## src/rtl/sdram_port_arbiter_if.sv

```systemverilog
// Requester-side and controller-side signal bundle for sdram_port_arbiter.
// The arbiter connects through the slave modport; the environment uses master.
interface sdram_port_arbiter_if #(
   parameter int NREQ       = 4,
   parameter int ADDR_DEPTH = 25,
   parameter int DATA_W     = 8
);
   logic [NREQ-1:0]            req_valid;
   logic [NREQ-1:0]            req_we;
   logic [NREQ*ADDR_DEPTH-1:0] req_addr;
   logic [NREQ*DATA_W-1:0]     req_wdata;
   logic [NREQ-1:0]            req_ready;
   logic [NREQ-1:0]            rsp_valid;
   logic [DATA_W-1:0]          rsp_data;
   logic [ADDR_DEPTH-1:0]      ctl_addr;
   logic [DATA_W-1:0]          ctl_data_wr;
   logic                       ctl_wr;
   logic                       ctl_rd;
   logic                       ctl_rdy;
   logic                       ctl_val;
   logic [DATA_W-1:0]          ctl_data_rd;
   logic                       tag_err;

   modport slave (
      input  req_valid, req_we, req_addr, req_wdata, ctl_rdy, ctl_val, ctl_data_rd,
      output req_ready, rsp_valid, rsp_data, ctl_addr, ctl_data_wr, ctl_wr, ctl_rd, tag_err
   );

   modport master (
      output req_valid, req_we, req_addr, req_wdata, ctl_rdy, ctl_val, ctl_data_rd,
      input  req_ready, rsp_valid, rsp_data, ctl_addr, ctl_data_wr, ctl_wr, ctl_rd, tag_err
   );
endinterface

```

## src/rtl/sdram_port_arbiter.sv

```systemverilog
// Round-robin arbiter sharing one SDRAM controller command port, with in-order read tag routing.
// Optional macro SDRAM_ARB_PRIO0_EN: requester 0 gets fixed priority, the rest rotate among themselves.
//
// state | meaning
// IDLE  | no command driven; arbitrate among eligible requesters
// HOLD  | registered grant driven on ctl_*, waiting for ctl_rdy
module sdram_port_arbiter #(
   parameter int NREQ       = 4,
   parameter int ADDR_DEPTH = 25,
   parameter int DATA_W     = 8,
   parameter int TAG_DEPTH  = 4
) (
   input logic                 clk,
   input logic                 rst_n,
   sdram_port_arbiter_if.slave bus
);
   localparam int GW = $clog2(NREQ);
   localparam int PW = $clog2(TAG_DEPTH);
   localparam int CW = PW + 1;

   typedef enum logic {IDLE, HOLD} state_t;

   state_t          state_q, state_d;
   logic [GW-1:0]   grant_q, grant_d;
   logic [GW-1:0]   rr_q, rr_d;
   logic [GW-1:0]   tag_q [TAG_DEPTH];
   logic [PW-1:0]   wr_ptr_q, rd_ptr_q;
   logic [CW-1:0]   count_q;
   logic            tag_err_q;

   logic            tag_full, tag_empty;
   logic            push, pop;
   logic [NREQ-1:0] eligible;
   logic            found;
   logic [GW-1:0]   pick;
   logic [GW-1:0]   cand;
   logic [GW-1:0]   rr_next;
   logic            grant_we;

   assign tag_full  = (count_q == CW'(TAG_DEPTH));
   assign tag_empty = (count_q == '0);
   assign pop       = bus.ctl_val & ~tag_empty;

   // A read is held back only when it could not get a tag slot.
   assign eligible  = bus.req_valid & ~(~bus.req_we & {NREQ{tag_full}});

`ifdef SDRAM_ARB_PRIO0_EN
   int rr_base;

   always_comb begin
      found   = 1'b0;
      pick    = '0;
      cand    = '0;
      rr_base = (rr_q == '0) ? 0 : int'(rr_q) - 1;
      if (eligible[0]) begin
         found = 1'b1;
      end else begin
         for (int k = 0; k < NREQ - 1; k++) begin
            cand = GW'(1 + ((rr_base + k) % (NREQ - 1)));
            if (!found && eligible[cand]) begin
               found = 1'b1;
               pick  = cand;
            end
         end
      end
   end

   // Serving requester 0 leaves the rotation of the others untouched.
   always_comb begin
      if (grant_q == '0)
         rr_next = rr_q;
      else if (grant_q == GW'(NREQ - 1))
         rr_next = GW'(1);
      else
         rr_next = grant_q + GW'(1);
   end
`else
   always_comb begin
      found = 1'b0;
      pick  = '0;
      cand  = '0;
      for (int k = 0; k < NREQ; k++) begin
         cand = GW'((int'(rr_q) + k) % NREQ);
         if (!found && eligible[cand]) begin
            found = 1'b1;
            pick  = cand;
         end
      end
   end

   always_comb begin
      if (grant_q == GW'(NREQ - 1))
         rr_next = '0;
      else
         rr_next = grant_q + GW'(1);
   end
`endif

   always_comb begin
      state_d         = state_q;
      grant_d         = grant_q;
      rr_d            = rr_q;
      push            = 1'b0;
      grant_we        = bus.req_we[grant_q];
      bus.req_ready   = '0;
      bus.ctl_wr      = 1'b0;
      bus.ctl_rd      = 1'b0;
      bus.ctl_addr    = '0;
      bus.ctl_data_wr = '0;
      case (state_q)
         IDLE: begin
            if (found) begin
               grant_d = pick;
               state_d = HOLD;
            end
         end
         HOLD: begin
            bus.ctl_wr      = grant_we;
            bus.ctl_rd      = ~grant_we;
            bus.ctl_addr    = bus.req_addr[int'(grant_q)*ADDR_DEPTH +: ADDR_DEPTH];
            bus.ctl_data_wr = bus.req_wdata[int'(grant_q)*DATA_W +: DATA_W];
            if (bus.ctl_rdy) begin
               bus.req_ready[grant_q] = 1'b1;
               rr_d    = rr_next;
               push    = ~grant_we;
               state_d = IDLE;
            end
         end
         default: state_d = IDLE;
      endcase
   end

   // Read data goes to the oldest outstanding tag; nothing is routed when no tag exists.
   always_comb begin
      bus.rsp_valid = '0;
      if (pop)
         bus.rsp_valid[tag_q[rd_ptr_q]] = 1'b1;
      bus.rsp_data = bus.ctl_val ? bus.ctl_data_rd : '0;
   end

   assign bus.tag_err = tag_err_q;

   always_ff @(posedge clk or negedge rst_n) begin
      if (!rst_n) begin
         state_q   <= IDLE;
         grant_q   <= '0;
         rr_q      <= '0;
         wr_ptr_q  <= '0;
         rd_ptr_q  <= '0;
         count_q   <= '0;
         tag_err_q <= 1'b0;
      end else begin
         state_q <= state_d;
         grant_q <= grant_d;
         rr_q    <= rr_d;
         if (push)
            wr_ptr_q <= wr_ptr_q + PW'(1);
         if (pop)
            rd_ptr_q <= rd_ptr_q + PW'(1);
         case ({push, pop})
            2'b10:   count_q <= count_q + CW'(1);
            2'b01:   count_q <= count_q - CW'(1);
            default: count_q <= count_q;
         endcase
         if (bus.ctl_val && tag_empty)
            tag_err_q <= 1'b1;
      end
   end

   always_ff @(posedge clk) begin
      if (push)
         tag_q[wr_ptr_q] <= grant_q;
   end

   a_ready_onehot: assert property (@(posedge clk) disable iff (!rst_n) $onehot0(bus.req_ready));
   a_rsp_onehot:   assert property (@(posedge clk) disable iff (!rst_n) $onehot0(bus.rsp_valid));
   a_cmd_excl:     assert property (@(posedge clk) disable iff (!rst_n) !(bus.ctl_wr && bus.ctl_rd));
   a_no_overflow:  assert property (@(posedge clk) disable iff (!rst_n) !(push && tag_full && !pop));
endmodule

```

## src/flat_wrapper.sv

```systemverilog
// flat-port wrapper written by rule: the top's interface ports become plain ports
module sdram_port_arbiter_flat 
#(
   parameter int NREQ       = 4,
   parameter int ADDR_DEPTH = 25,
   parameter int DATA_W     = 8,
   parameter int TAG_DEPTH  = 4
)
  (clk, rst_n, bus_req_valid, bus_req_we, bus_req_addr, bus_req_wdata, bus_ctl_rdy, bus_ctl_val, bus_ctl_data_rd, bus_req_ready, bus_rsp_valid, bus_rsp_data, bus_ctl_addr, bus_ctl_data_wr, bus_ctl_wr, bus_ctl_rd, bus_tag_err);
  sdram_port_arbiter_if #(.NREQ(NREQ), .ADDR_DEPTH(ADDR_DEPTH), .DATA_W(DATA_W)) bus_i ();
  input logic clk;
  input logic rst_n;
  input wire logic [$bits(bus_i.req_valid)-1:0] bus_req_valid;
  input wire logic [$bits(bus_i.req_we)-1:0] bus_req_we;
  input wire logic [$bits(bus_i.req_addr)-1:0] bus_req_addr;
  input wire logic [$bits(bus_i.req_wdata)-1:0] bus_req_wdata;
  input wire logic [$bits(bus_i.ctl_rdy)-1:0] bus_ctl_rdy;
  input wire logic [$bits(bus_i.ctl_val)-1:0] bus_ctl_val;
  input wire logic [$bits(bus_i.ctl_data_rd)-1:0] bus_ctl_data_rd;
  output wire logic [$bits(bus_i.req_ready)-1:0] bus_req_ready;
  output wire logic [$bits(bus_i.rsp_valid)-1:0] bus_rsp_valid;
  output wire logic [$bits(bus_i.rsp_data)-1:0] bus_rsp_data;
  output wire logic [$bits(bus_i.ctl_addr)-1:0] bus_ctl_addr;
  output wire logic [$bits(bus_i.ctl_data_wr)-1:0] bus_ctl_data_wr;
  output wire logic [$bits(bus_i.ctl_wr)-1:0] bus_ctl_wr;
  output wire logic [$bits(bus_i.ctl_rd)-1:0] bus_ctl_rd;
  output wire logic [$bits(bus_i.tag_err)-1:0] bus_tag_err;
  assign bus_i.req_valid = bus_req_valid;
  assign bus_i.req_we = bus_req_we;
  assign bus_i.req_addr = bus_req_addr;
  assign bus_i.req_wdata = bus_req_wdata;
  assign bus_i.ctl_rdy = bus_ctl_rdy;
  assign bus_i.ctl_val = bus_ctl_val;
  assign bus_i.ctl_data_rd = bus_ctl_data_rd;
  assign bus_req_ready = bus_i.req_ready;
  assign bus_rsp_valid = bus_i.rsp_valid;
  assign bus_rsp_data = bus_i.rsp_data;
  assign bus_ctl_addr = bus_i.ctl_addr;
  assign bus_ctl_data_wr = bus_i.ctl_data_wr;
  assign bus_ctl_wr = bus_i.ctl_wr;
  assign bus_ctl_rd = bus_i.ctl_rd;
  assign bus_tag_err = bus_i.tag_err;
  sdram_port_arbiter #(.NREQ(NREQ), .ADDR_DEPTH(ADDR_DEPTH), .DATA_W(DATA_W), .TAG_DEPTH(TAG_DEPTH)) u_core (.clk(clk), .rst_n(rst_n), .bus(bus_i));
endmodule
```

## config.mk

```make
export PLATFORM = sky130hd
export DESIGN_NAME = sdram_port_arbiter_flat
export DESIGN_NICKNAME = d
export VERILOG_FILES = /design/src/rtl/sdram_port_arbiter_if.sv /design/src/rtl/sdram_port_arbiter.sv /design/src/flat_wrapper.sv
export SDC_FILE = /design/constraint.sdc
export NUM_CORES = 1
export LEC_CHECK = 0
export BUFFER_PORTS_ARGS = -buffer_cell sky130_fd_sc_hd__buf_2
export CAP_MARGIN = 15
export CORE_ASPECT_RATIO = 0.8
export CORE_MARGIN = 2
export CORE_UTILIZATION = 42
export DETAILED_ROUTE_END_ITERATION = 7
export MAX_ROUTING_LAYER = met4
export PLACE_DENSITY = 0.88
export SETUP_SLACK_MARGIN = 0.15
export SLEW_MARGIN = 20
export SYNTH_ARGS = -nofsm -noshare
export SYNTH_HDL_FRONTEND = slang
export SYNTH_SLANG_ARGS = --single-unit
export TNS_END_PERCENT = 20
```

## constraint.sdc

```tcl
create_clock -name clk -period 7.6 [get_ports clk]
set_input_delay 1.52 -clock clk [delete_from_list [all_inputs] [get_ports clk]]
set_output_delay 1.52 -clock clk [all_outputs]
set_load 0.02 [all_outputs]
```

# After elaboration in Yosys (flattened, before gate mapping)
# Memory sizes are Yosys's and may differ from the RTL's.
# Cells that the tools add are included.
[totals]
romBits = 0
reg_bits = 13
ramBits = 8
latch_bits = 0
memories = 1
wordCells = 91
[memory_table]
columns = ["name", "depth", "word_bits", "rd", "rd_clocked_by_memory_dff", "write_ports", "line", "source"]
rows = [
  ["u_core.tag_q", 4, 2, 1, 0, 1, "sdram_port_arbiter.sv:26", "logic [GW-1:0] tag_q [TAG_DEPTH];"],
]
[op_classes]
n_eq_ne = 4
order_cmp = 8
n_addsub = 8
n_shift = 2
div = 0
n_bitwise = 8
reduce_logical = 13
mul = 1
mux = 39
[op_table]
columns = ["operator", "count"]
rows = [
  ["100-bit by 32-bit indexed part select with 25-bit output", 1],
  ["32-bit by 6-bit indexed part select with 8-bit output", 1],
  ["25-bit two-way mux", 1],
  ["1-bit two-way mux", 19],
  ["2-bit by 3-bit < comparator with 1-bit output, second input constant", 6],
  ["8-bit two-way mux", 2],
  ["4-bit two-way mux", 3],
  ["1-bit binary-select mux with 2-bit select", 5],
  ["2-bit two-way mux", 5],
  ["2-bit by 1-bit adder with 2-bit output, second input constant", 4],
  ["4-bit AND", 2],
  ["4-bit NOT", 2],
  ["2-bit by 5-bit multiplier with 7-bit output, second input constant", 1],
  ["1-bit logical AND", 6],
  ["3-bit case mux with 2 select lines", 1],
  ["2-bit adder, second input constant", 2],
  ["1-bit demux with 2-bit select", 2],
  ["2-bit equality test, second input constant", 2],
  ["2-bit by 1-bit >= comparator with 1-bit output, second input constant", 2],
  ["2-bit AND reduction", 2],
  ["3-bit by 1-bit adder with 3-bit output, second input constant", 1],
  ["3-bit equality test, second input constant", 1],
  ["1-bit logical NOT", 3],
  ["3-bit logical NOT", 1],
  ["other kinds (6)", 8],
]

# Longest topological paths before layout
# Gate-level depths: netlist (run 1).
[logic_depth]
depth_word = 18
mapped_depth = 10
depth_no_buf = 9

# Least setup slack after synthesis (run 1)
# OpenSTA, ideal clock, no wires.
[synth_timing]
path_type = "input to output"
from = "in bus_req_we[3]"
to = "out bus_ctl_rd"
t_arrival_ns = 2.322
path_stages = 2
t_required_ns = 6.080
n_path_buf = 0
setup_slack_ns = 3.758
path_cell_list = "mux4_2 > nor2b_1"
[synth_via]
elab_chain_len = 4
[synth_rtl]
columns = ["element", "line", "source"]
rows = [
  ["start: declaration", "flat_wrapper.sv:14", "input wire logic [$bits(bus_i.req_we)-1:0] bus_req_we;"],
  ["1-bit binary-select mux with 2-bit select", "sdram_port_arbiter.sv:104", "grant_we = bus.req_we[grant_q];"],
  ["1-bit two-way mux (not written as such)", "sdram_port_arbiter.sv:104", ""],
  ["1-bit NOT", "sdram_port_arbiter.sv:119", "bus.ctl_rd = ~grant_we;"],
  ["1-bit two-way mux", "sdram_port_arbiter.sv:110", "case (state_q)"],
  ["end: declaration", "flat_wrapper.sv:26", "output wire logic [$bits(bus_i.ctl_rd)-1:0] bus_ctl_rd;"],
]
# No other way between the ends. The select of a mux whose other input is x is not followed.

# Worst setup path after layout (run 1)
[layout_timing]
from = "in bus_req_we[1]"
to = "out bus_ctl_wr"
[layout_via]
elab_chain_len = 3
[layout_rtl]
columns = ["element", "line", "source"]
rows = [
  ["1-bit binary-select mux with 2-bit select", "sdram_port_arbiter.sv:104", ""],
  ["1-bit two-way mux (not written as such)", "sdram_port_arbiter.sv:104", ""],
  ["1-bit two-way mux", "sdram_port_arbiter.sv:110", ""],
  ["end: declaration", "flat_wrapper.sv:25", "output wire logic [$bits(bus_i.ctl_wr)-1:0] bus_ctl_wr;"],
]
# No other way between the ends. The select of a mux whose other input is x is not followed.

==> key figures, run 1 <==
Min path
  • Hold path startpoint: u_core.bus.tag_err$_DFFE_PN0P_
  • Hold Crit Class: flip-flop to flip-flop
  • Worst-case hold path end point: u_core.bus.tag_err$_DFFE_PN0P_
  • Hold Path Depth: 1

Floorplanning
  • Io pins: 204
  • Die area: 0.00610 mm2
  • Row cnt: 24
  • Area of the core: approximately 0.0054 mm2
  • Die Wd: slightly below 90 um
  • Initial core utilization: around 43%
  • Die H: 70.2 um

Synth
  • Synth Register Bits: 21
  • Post-synth EDFFs: 8
  • Seq/Total Area, Yosys: roughly a quarter
  • Ys async rst share: between 60% and 70%
  • Distinct cell type count after synthesis: 40
  • Post-Syn Instances: between 150 and 200
  • Ys flop type: dfrtp_1
  • Synthesized cell area: roughly 0.0023 mm2
  • Syn_area_per_cell: 11.8 um2
  • Post-synth net total: 358
  • Syn. warnings: 0

Worst setup path
  • Setup slack, reg-to-reg: approximately 5000 ps
  • Startpoint type of the worst setup path: primary input
  • R2R Path End: u_core.count_q[1]$_DFFE_PN0P_
  • R2r worst-path depth: 7
  • Worst endpoint data arrival time: between 2000 and 3000 ps
  • Crit. End Element: primary output
  • WS Path Type: primary input to primary output
  • Reg2Reg Launch Point: u_core.grant_q[0]$_DFFE_PN0P_
  • CP Max Fanout: 4
  • Critical Path RT: 6080 ps

Cells and area
  • Filler Cells Inserted: roughly 470
  • Fraction of layout cells with a size suffix above 1: 64.1%
  • Final net count: 556
  • Area Overhead vs Synth: 48.2%
  • Design area: 0.00341 mm2
  • N_diodes: 0

GRT
  • Global route total overflow: 0
  • GRT Util Overall: about a quarter
  • Largest net degree at the start of global routing: 43
  • First-pass GRT wire length: about 12 mm
  • Initial antenna violation count: 0
  • Vias in the first global route: about 2400

Place
  • GP Congestion: between 0.7 and 0.8
  • Post-DP Area: 0.00337 mm2
  • Detail Placement HPWL: approximately 6.7 mm
  • PortBufs: just over 200

Power
  • Tot Pwr: ~1.0 mW
  • Seq pwr share: between 20% and 30%
  • VDD IR max: roughly 0.00016 V
  • Sw frac: roughly 45%
  • Internal power: approximately 570 uW
  • Power per cell area: between 300 and 400 mW/mm2
  • Leak Pwr: 1.71 nW
  • Comb pwr share: 71.0%
  • Clock network fraction of total power: under 10%
  • Net Sw Power: roughly 480 uW

Drt
  • Vias per std cell: 5.21
  • Vias: approximately 2400
  • DRC viols: 0
  • Wire per inst: ~17 um
  • Pre-Repair DR Iteration Count: 4
  • Final ANT Viol Nets: 0
  • Starting DRC count in detailed routing: approximately 100
  • DRT Wirelength: 7.80 mm

Timing
  • Fmax: ~250 MHz
  • RSZ-0062 raised after global routing: false
  • Fin. max-slew vios: 0
  • Slew headroom: a little over 60%
  • Final setup vio count: 0
  • Setup TNS: 0 ps
  • Slew @ Worst Pin: between 500 and 600 ps
  • Crit share post-route: between 50% and 60%
  • Fin crit period: roughly 4000 ps
  • Worst clock skew: 0.790 ps
  • Final hold violations: 0

Clock tree
  • CTS Buf Count: 3
  • Clock transition at path regs: 70 ps
  • Post-CTS Resized: 0
  • CTS Root Buffer Type: clkbuf_8
  • TritonCTS clock tree: yes
  • Clock Sink Count: 21
  • Clk Latency, worst-skew pair: 260 ps
  • H-tree Lvls: 1
  • Hold_buf cts: 0
  • Post-CTS Setup Inserts: 0
  • Clock buffer depth: 2

Flow run
  • Max-cap violations: 0

Outcome
  • Status: finished, final reports clean
-- Yosys cell counts (2+ instances only) --
library cell  number  share of area [%]
and2_1            46                 12
mux4_2            36                 35
dfrtp_1           13                 14
inv_1             12                2.0
ha_1               9                4.9
edfxtp_1           8                 10
nand2_1            8                1.3
clkbuf_1           7                1.1
nor2_1             6               0.98
and3_1             5                1.4
buf_2              4               0.87
o21ai_0            4               0.87
xnor2_1            4                1.5
nand3_1            2               0.43
nand4_1            2               0.54
nor3_1             2               0.43
o21a_1             2               0.65
o21ai_1            2               0.43
o31ai_1            2               0.65
xor2_1             2               0.76
-- per-stage QoR --
| stage | util, % | setup WS, ps | hold slack (ps) | std cells |
|---|---|---|---|---|
| 5_1_grt | 63.5 | 3530 | 473 | 458 |
| 3_5_place_dp | 62.6 | 3560 | 443 | 454 |
| 6_report | 63.5 | 3560 | 456 | 458 |
| 4_1_cts | 63.5 | 3560 | 460 | 458 |
| 3_3_place_gp | 62.6 | 3580 | 435 | 454 |
| 2_1_floorplan | - | 3760 | 481 | 196 |
-- kinds of logic (layout without fill, tap and decap cells) --
| family | count (synthesis) | in the layout | share of synthesized area (%) |
|---|---|---|---|
| and+or+nand+nor | 79 | 79 | 20.8 |
| muxes | 37 | 37 | 35.7 |
| buffers and inverters | 24 | 221 | 4.13 |
| DFF | 21 | 21 | 24.6 |
| AOI/OAI and AO/OA | 19 | 19 | 6.84 |
| adders and majority gates | 10 | 10 | 5.76 |
| xor gates and xnor gates | 6 | 6 | 2.28 |
-- worst max-delay path, cell delays in order --
cell and delay [ps]:
buf_2 120, mux4_2 530, and2_1 190, buf_2 150
-- power groups by stage --
stage	sequential, mW	combinational (mW)	clock (mW)
floorplan	0.198	0.570	0
global placement	0.231	0.725	0
detailed placement	0.236	0.749	0
CTS	0.233	0.750	0.0742
global route	0.243	0.808	0.0781
finish	0.232	0.742	0.0719
-- placed cells by master (no fill, tap or decap), types with 2 or more instances in the layout --
cell | Yosys | routed
nand4_1 | 2 | 2
o21ai_0 | 4 | 4
nor2_1 | 6 | 6
nand3_1 | 2 | 2
and3_1 | 5 | 5
o31ai_1 | 2 | 2
o21ai_1 | 2 | 2
nor3_1 | 2 | 2
xnor2_1 | 4 | 4
clkbuf_8 | 0 | 3
edfxtp_1 | 8 | 8
buf_2 | 4 | 203
nand2_1 | 8 | 8
dfrtp_1 | 13 | 11
and2_1 | 46 | 46
dfrtp_2 | 0 | 2
o21a_1 | 2 | 2
ha_1 | 9 | 9
mux4_2 | 36 | 36
inv_1 | 12 | 12
buf_4 | 0 | 2
xor2_1 | 2 | 2
-- sequential cells by signal, indices dropped and copies added, names as in the netlist --
name	cells
u_core.grant_q	2
u_core.rr_q	2
u_core.rd_ptr_q	2
u_core.state_q	1
u_core.count_q	3
u_core.bus.tag_err	1
u_core.tag_q	8
u_core.wr_ptr_q	2
-- worst max path at each step --
stage | startpoint | endpoint | slack [ps] | cells past startpoint
after global placement | bus_req_we[0] | bus_ctl_rd | 3580 | 4
after detailed placement | bus_req_we[1] | bus_ctl_wr | 3560 | 4
final | bus_req_we[1] | bus_ctl_wr | 3560 | 4
after floorplan | bus_req_we[3] | bus_ctl_rd | 3760 | 2
after CTS | bus_req_we[1] | bus_ctl_wr | 3560 | 4
after global routing | bus_req_we[1] | bus_ctl_wr | 3530 | 4
-- layout make-up --
| cell class | count | area, um2 | share of cell area, % |
|---|---|---|---|
| clock inverters | 1 | 5.00 | 0.147 |
| repair buffers | 205 | 1030 | 30.2 |
| clock buffers | 3 | 41.3 | 1.21 |
| well taps | 65 | 81.3 | 2.38 |
| multi-input cells | 151 | 1640 | 48.1 |
| inverters | 12 | 45.0 | 1.32 |
| flip-flops and latches | 21 | 568 | 16.6 |
-- layer usage --
metal  part of all wire [%]  track usage, %
met5                      0               -
met3                    6.6            3.90
met1                     39            31.6
met2                     53            43.7
met4                    1.5            6.08
Power figures use the tool's default switching activity.
==> run 2, diff against run 1 <==
Settings changed: ABC_AREA set to 1, CORE_UTILIZATION 42 to 41, PLACE_DENSITY 0.88 to 0.83.
Clock period 7.6 ns to 4 ns, I/O delays scaled along.
==> key figures, run 2 <==
Clock tree
  • CTS Root Buffer Type: clkbuf_8
  • Clk Latency, worst-skew pair: 270 ps (about the same)
  • Clock transition at path regs: 80 ps (about the same)
  • Post-CTS Resized: 0 (unchanged)
  • Post-CTS Setup Inserts: 0 (unchanged)
  • Hold_buf cts: 0 (unchanged)
  • Clock Sink Count: 21 (unchanged)
  • TritonCTS clock tree: yes
  • Clock buffer depth: 2 (unchanged)
  • CTS Buf Count: 3 (unchanged)
  • H-tree Lvls: 1 (unchanged)

Synth
  • Post-synth EDFFs: 8 (unchanged)
  • Synth top area share: 21.5% (-14 points)
  • Post-synth net total: 608 (+70%)
  • Synthesized cell area: 0.00260 mm2 (+13%)
  • Ys async rst share: 61.9% (unchanged)
  • Post-Syn Instances: 446 (+130%)
  • Synth cell count leaders: nor2_1 (149), o21ai_0 (70), nand2_1 (41)
  • Area leader, netlist: nor2_1
  • Leading post-synthesis cells by cell area: nor2_1 (22%), o21ai_0 (13%), dfrtp_1 (13%), edfxtp_1 (9.2%), a21oi_1 (7.3%)
  • Ys flop type: dfrtp_1
  • Most common cell in the synthesized netlist: nor2_1
  • Distinct cell type count after synthesis: 32 (-20%)
  • Syn. warnings: 0 (unchanged)
  • Synth Register Bits: 21 (unchanged)
  • Syn_area_per_cell: 5.82 um2 (-50%)
  • Seq/Total Area, Yosys: 21.8% (-2.8 points)

Timing
  • Final hold violations: 0 (unchanged)
  • Minimum hold slack: 419 ps (-36.3 ps)
  • Final setup vio count: 0 (unchanged)
  • Worst Slack Setup Final: 989 ps (-2570 ps)
  • Slew @ Worst Pin: 638 ps (+65.7 ps)
  • Slew headroom: 57.4% (-4.4 points)
  • Fmax: roughly 330 MHz
  • Fin. max-slew vios: 0 (unchanged)
  • Crit share post-route: between 70 and 80%
  • RSZ-0062 raised after global routing: false
  • Fin crit period: about 3000 ps
  • Worst clock skew: 2.25 ps (+1.46 ps)
  • Setup TNS: 0 ps (unchanged)

Drt
  • DRC viols: 0 (unchanged)
  • Pre-Repair DR Iteration Count: 4 (unchanged)
  • DRT Wirelength: 9.02 mm (+16%)
  • Vias: 3544 (+48%)
  • Vias per std cell: 5.01 (-4.0%)
  • Starting DRC count in detailed routing: 205 (+99%)
  • Wire per inst: 12.7 um (-25%)
  • Final ANT Viol Nets: 0 (unchanged)

Place
  • Cell count after placement: 704 (+55%)
  • Detail Placement HPWL: 7.19 mm (+8.0%)
  • PortBufs: 203 (unchanged)
  • Post-DP Area: 0.00360 mm2 (+6.8%)
  • GP Congestion: 0.832 (+7.8%)
  • Worst slack at placement: 1160 ps (-2400 ps)

Worst setup path
  • Slowest Stage Delay on Critical Path: 770 ps (+240 ps)
  • WS Path Type: flip-flop to primary output
  • Reg2Reg Launch Point: u_core.grant_q[0]$_DFFE_PN0P_
  • Crit. End Element: primary output
  • Slowest stage cell, crit path: dfrtp_2
  • CP Max Fanout: 41 (+37)
  • Crit path cell chain: buf_4, nor2_1, nor2_1, o21ai_0, a21oi_1, buf_2
  • Top cell by count, worst path: nor2_1
  • Critical Path RT: 3200 ps (-2880 ps)
  • Worst endpoint data arrival time: 2210 ps (-310 ps)
  • Crit path launch: u_core.grant_q[0]$_DFFE_PN0P_
  • Startpoint type of the worst setup path: flip-flop

Cells and area
  • Final core utilization: 60.6% (-2.9 points)
  • Finished Layout Cells: 708 (+55%)
  • Biggest regs: u_core.tag_q x8, u_core.count_q x3
  • Design area: 0.00364 mm2 (+6.7%)
  • N_diodes: 0 (unchanged)
  • Final net count: 790 (+42%)
  • Leading cell type in the layout, fill and taps excluded: buf_2
  • Fraction of layout cells with a size suffix above 1: 36.5% (-28 points)
  • Area Overhead vs Synth: 40.2%
  • Biggest register: u_core.tag_q
  • Most frequent cells in the layout: buf_2 (203), nor2_1 (149), o21ai_0 (70)
  • Filler Cells Inserted: 593 (+26%)
  • Max FFs per register: 8 (unchanged)

Min path
  • Hold Crit Class: primary input to asynchronous set/reset pin

GRT
  • Vias in the first global route: 3049 (+25%)
  • GRT Util Overall: 24.4% (-1.0 points)
  • Largest net degree at the start of global routing: 71 (+65%)
  • Global route total overflow: 0 (unchanged)
  • Initial antenna violation count: 0 (unchanged)
  • First-pass GRT wire length: 13.4 mm (+14%)

Power
  • Net Sw Power: 1.57 mW (+230%)
  • Tot Pwr: 2.66 mW (+150%)
  • Clock network fraction of total power: 5.4% (-1.5 points)
  • Leak Pwr: 2.03 nW (+19%)
  • VDD IR max: 0.000334 V (+110%)
  • Power per cell area: 731 mW/mm2 (+140%)
  • Internal power: 1.09 mW (+91%)
  • Sw frac: 59.1% (+14 points)
  • Seq pwr share: 16.7% (-5.5 points)
  • Comb pwr share: 77.9% (+6.9 points)

Floorplanning
  • Io pins: 204 (unchanged)
  • Initial core utilization: 43.2% (+0.40 points)
  • Row cnt: 25 (+4.2%)
  • Die H: 75.2 um (+7.0%)
  • Area of the core: 0.00601 mm2 (+12%)
  • Die Wd: 93.0 um (+7.1%)
  • Die area: 0.00699 mm2 (+15%)

Outcome
  • Status: finished, final reports clean

Flow run
  • Max-cap violations: 0 (unchanged)
[run 2: power by group through the flow]
| stage | combinational (mW) | clock (mW) | sequential, mW |
|---|---|---|---|
| 5_1_grt | 2.31 | 0.152 | 0.460 |
| 6_report | 2.07 | 0.144 | 0.444 |
| 2_1_floorplan | 1.62 | 0 | 0.371 |
| 3_5_place_dp | 2.07 | 0 | 0.451 |
| 3_3_place_gp | 2.02 | 0 | 0.443 |
| 4_1_cts | 2.08 | 0.146 | 0.446 |
[run 2: critical path: cells and delay by family (launching register included)]
family	cells	cell delay (ps)
flip-flops	1	770
buffers and inverters	2	680
AO/OA/AOI/OAI	2	300
AND/OR/NAND/NOR	2	190
[run 2: path summary, 6_finish.rpt]
| path | end | cells past startpoint | slack, ps |
|---|---|---|---|
| max in group asynchronous | u_core.grant_q[0]$_DFFE_PN0P_ | 1 | 3320 |
| min | u_core.state_q$_DFF_PN0_ | 1 | 420 |
| min reg2reg | u_core.bus.tag_err$_DFFE_PN0P_ | 1 | 470 |
| max | bus_ctl_data_wr[0] | 6 | 990 |
| max reg2reg | u_core.count_q[2]$_DFFE_PN0P_ | 12 | 1180 |
| min in group clk | u_core.bus.tag_err$_DFFE_PN0P_ | 1 | 470 |
[run 2: layer usage]
metal / vias to the layer above / global-route usage [%] / share of wire (%)
met2: 142 / 42.7 / 51
met4: 0 / 4.74 / 0.95
met5: - / - / 0
met1: 1595 / 31.3 / 42
met3: 9 / 2.60 / 6.7
li1: 1798 / - / -
[run 2: cells by family after synthesis]
family | Yosys count | synth area share (%)
AO/OA/AOI/OAI | 114 | 23.0
XOR/XNOR | 5 | 1.98
adder cells (fa/ha/maj) | 10 | 5.11
buffers and inverters | 70 | 11.5
flip-flops | 21 | 21.8
AND/OR/NAND/NOR | 226 | 36.7
[run 2: final cells by class]
cell class              instances  area (um2)  share of cell area, %
flip-flops and latches         21         567                   15.6
repair buffers                206        1040                   28.5
inverters                      41         156                   4.29
clock inverters                 1        5.00                  0.137
well taps                      81         101                   2.78
multi-input cells             355        1730                   47.6
clock buffers                   3        41.3                   1.13
==> run 3, diff against run 2 <==
Clock period 4 ns to 2.91 ns, I/O delays scaled along.
==> key figures, run 3 (synthesis results as in run 2) <==
Min path
  • Hold Crit Class: primary input to asynchronous set/reset pin

Power
  • Leak Pwr: 2.04 nW (+0.51%)
  • Power per cell area: 1020 mW/mm2 (+39%)
  • VDD IR max: 0.000518 V (+55%)
  • Tot Pwr: 3.73 mW (+40%)

Floorplanning
  • Die Wd: 93.0 um (unchanged)
  • Die area: 0.00699 mm2 (unchanged)
  • Area of the core: 0.00601 mm2 (unchanged)
  • Initial core utilization: 43.2% (unchanged)
  • Io pins: 204 (unchanged)
  • Row cnt: 25 (unchanged)
  • Die H: 75.2 um (unchanged)

Drt
  • DRT Wirelength: 9.32 mm (+3.3%)
  • Final ANT Viol Nets: 0 (unchanged)
  • Vias per std cell: 5.09 (+1.7%)
  • Wire per inst: 13.1 um (+2.9%)
  • Starting DRC count in detailed routing: 221 (+7.8%)
  • Vias: 3619 (+2.1%)
  • Pre-Repair DR Iteration Count: 5 (+1)
  • DRC viols: 0 (unchanged)

Place
  • PortBufs: 203 (unchanged)
  • Detail Placement HPWL: 7.45 mm (+3.5%)
  • GP Congestion: 0.900 (+8.2%)
  • Post-DP Area: 0.00362 mm2 (+0.63%)

Clock tree
  • CTS Root Buffer Type: clkbuf_8
  • Clock buffer depth: 2 (unchanged)
  • Clock transition at path regs: 80 ps (about the same)
  • Clock Sink Count: 21 (unchanged)
  • Hold_buf cts: 0 (unchanged)
  • TritonCTS clock tree: yes
  • H-tree Lvls: 1 (unchanged)
  • Post-CTS Resized: 0 (unchanged)
  • Clk Latency, worst-skew pair: 260 ps (about the same)
  • CTS Buf Count: 3 (unchanged)
  • Post-CTS Setup Inserts: 0 (unchanged)

Timing
  • Final setup vio count: 0 (unchanged)
  • Slew headroom: 66.7% (+9.3 points)
  • Fin crit period: between 2000 and 2500 ps
  • Setup TNS: 0 ps (unchanged)
  • Crit share post-route: approximately 85%
  • Worst clock skew: 2.88 ps (+0.630 ps)
  • Slew @ Worst Pin: 499 ps (-139 ps)
  • Fin. max-slew vios: 0 (unchanged)
  • Fmax: 402 MHz
  • RSZ-0062 raised after global routing: false
  • Final hold violations: 0 (unchanged)
  • Minimum hold slack: 203 ps (-217 ps)

Worst setup path
  • Crit. End Element: primary output
  • WS Path Type: flip-flop to primary output
  • Crit path cell chain: inv_4, buf_4, o21ai_0, a21oi_1, buf_2
  • Slowest stage cell, crit path: dfrtp_2
  • CP Max Fanout: 40 (-2.4%)
  • Worst endpoint data arrival time: 1900 ps (-310 ps)
  • R2r worst-path depth: 12 (unchanged)
  • Slowest Stage Delay on Critical Path: 480 ps (-290 ps)
  • Startpoint type of the worst setup path: flip-flop
  • Setup slack, reg-to-reg: 540 ps (-640 ps)
  • Critical Path RT: 2330 ps (-870 ps)
  • R2R Path End: u_core.count_q[2]$_DFFE_PN0P_
  • Reg2Reg Launch Point: u_core.grant_q[0]$_DFFE_PN0P_

GRT
  • GRT Util Overall: 24.7% (+0.32 points)
  • Largest net degree at the start of global routing: 47 (-34%)
  • Vias in the first global route: 3042 (-0.23%)
  • First-pass GRT wire length: 13.6 mm (+1.1%)
  • Initial antenna violation count: 0 (unchanged)
  • Global route total overflow: 0 (unchanged)

Cells and area
  • Design area: 0.00367 mm2 (+0.69%)
  • Filler Cells Inserted: 601 (+1.3%)
  • N_diodes: 0 (unchanged)
  • Most frequent cells in the layout: buf_2 (203), nor2_1 (149), o21ai_0 (70)
  • Area of the multi-input gates: 0.00173 mm2 (unchanged)
  • Biggest regs: u_core.tag_q x8, u_core.count_q x3
  • Reg area: 567 um2 (unchanged)
  • Leading cell type in the layout, fill and taps excluded: buf_2
  • Fraction of layout cells with a size suffix above 1: 36.8% (+0.30 points)
  • Final net count: 793 (+0.38%)
  • Biggest register: u_core.tag_q
  • Max FFs per register: 8 (unchanged)
  • Area Overhead vs Synth: 41.2%

Outcome
  • Status: finished, final reports clean

Flow run
  • Max-cap violations: 0 (unchanged)
[run 3: cell count changes in the layout (fill, tap and decap cells not counted)]
cell        change
buf_4           +3
clkinv_2        -1
clkinvlp_4      +1
[run 3: through the flow]
stage               std cells  worst slack [ps]  util (%)
floorplan                 446               643         -
global placement          707               542      60.3
detailed placement        707               493      60.3
CTS                       711               450      61.1
global route              711               262      61.1
finish                    711               425      61.1
[run 3: cell type report]
| class | instances | area share [%] |
|---|---|---|
| Sequential cell | 21 | 15.5 |
| Multi-Input combinational cell | 355 | 47.3 |
| Clock inverter | 1 | 0.205 |
| Clock buffer | 3 | 1.13 |
| Timing Repair Buffer | 209 | 28.9 |
| Tap cell | 81 | 2.76 |
| Inverter | 41 | 4.26 |
[run 3: power breakdown]
group / switching [mW] / internal [mW] / leakage (nW)
Combinational: 1.98 / 0.994 / 1.79
Sequential: 0.130 / 0.429 / 0.224
Clock: 0.104 / 0.0967 / 0.0217
[run 3: worst max-delay path by stage]
stage / start / to / slack, ps / cells past startpoint
2_1_floorplan: u_core.grant_q[0]$_DFFE_PN0P_ / u_core.count_q[2]$_DFFE_PN0P_ / 640 / 14
3_5_place_dp: bus_req_we[0] / u_core.count_q[2]$_DFFE_PN0P_ / 490 / 14
3_3_place_gp: bus_req_we[0] / u_core.count_q[2]$_DFFE_PN0P_ / 540 / 14
6_report: u_core.grant_q[0]$_DFFE_PN0P_ / bus_ctl_addr[16] / 420 / 5
5_1_grt: u_core.grant_q[0]$_DFFE_PN0P_ / bus_ctl_addr[20] / 260 / 5
4_1_cts: u_core.grant_q[0]$_DFFE_PN0P_ / bus_ctl_addr[14] / 450 / 5
[run 3: metal layers]
layer / share of wire (%) / track usage (%)
met5: 0 / -
met4: 1.3 / 7.52
met3: 8.1 / 3.70
met2: 50 / 42.1
met1: 41 / 30.9
[run 3: worst max-delay path: cells and delay by family, from the launching register on]
kind / cells / cell delay [ps]
AO/OA/AOI/OAI: 2 / 350
flip-flops: 1 / 480
buffers and inverters: 3 / 800
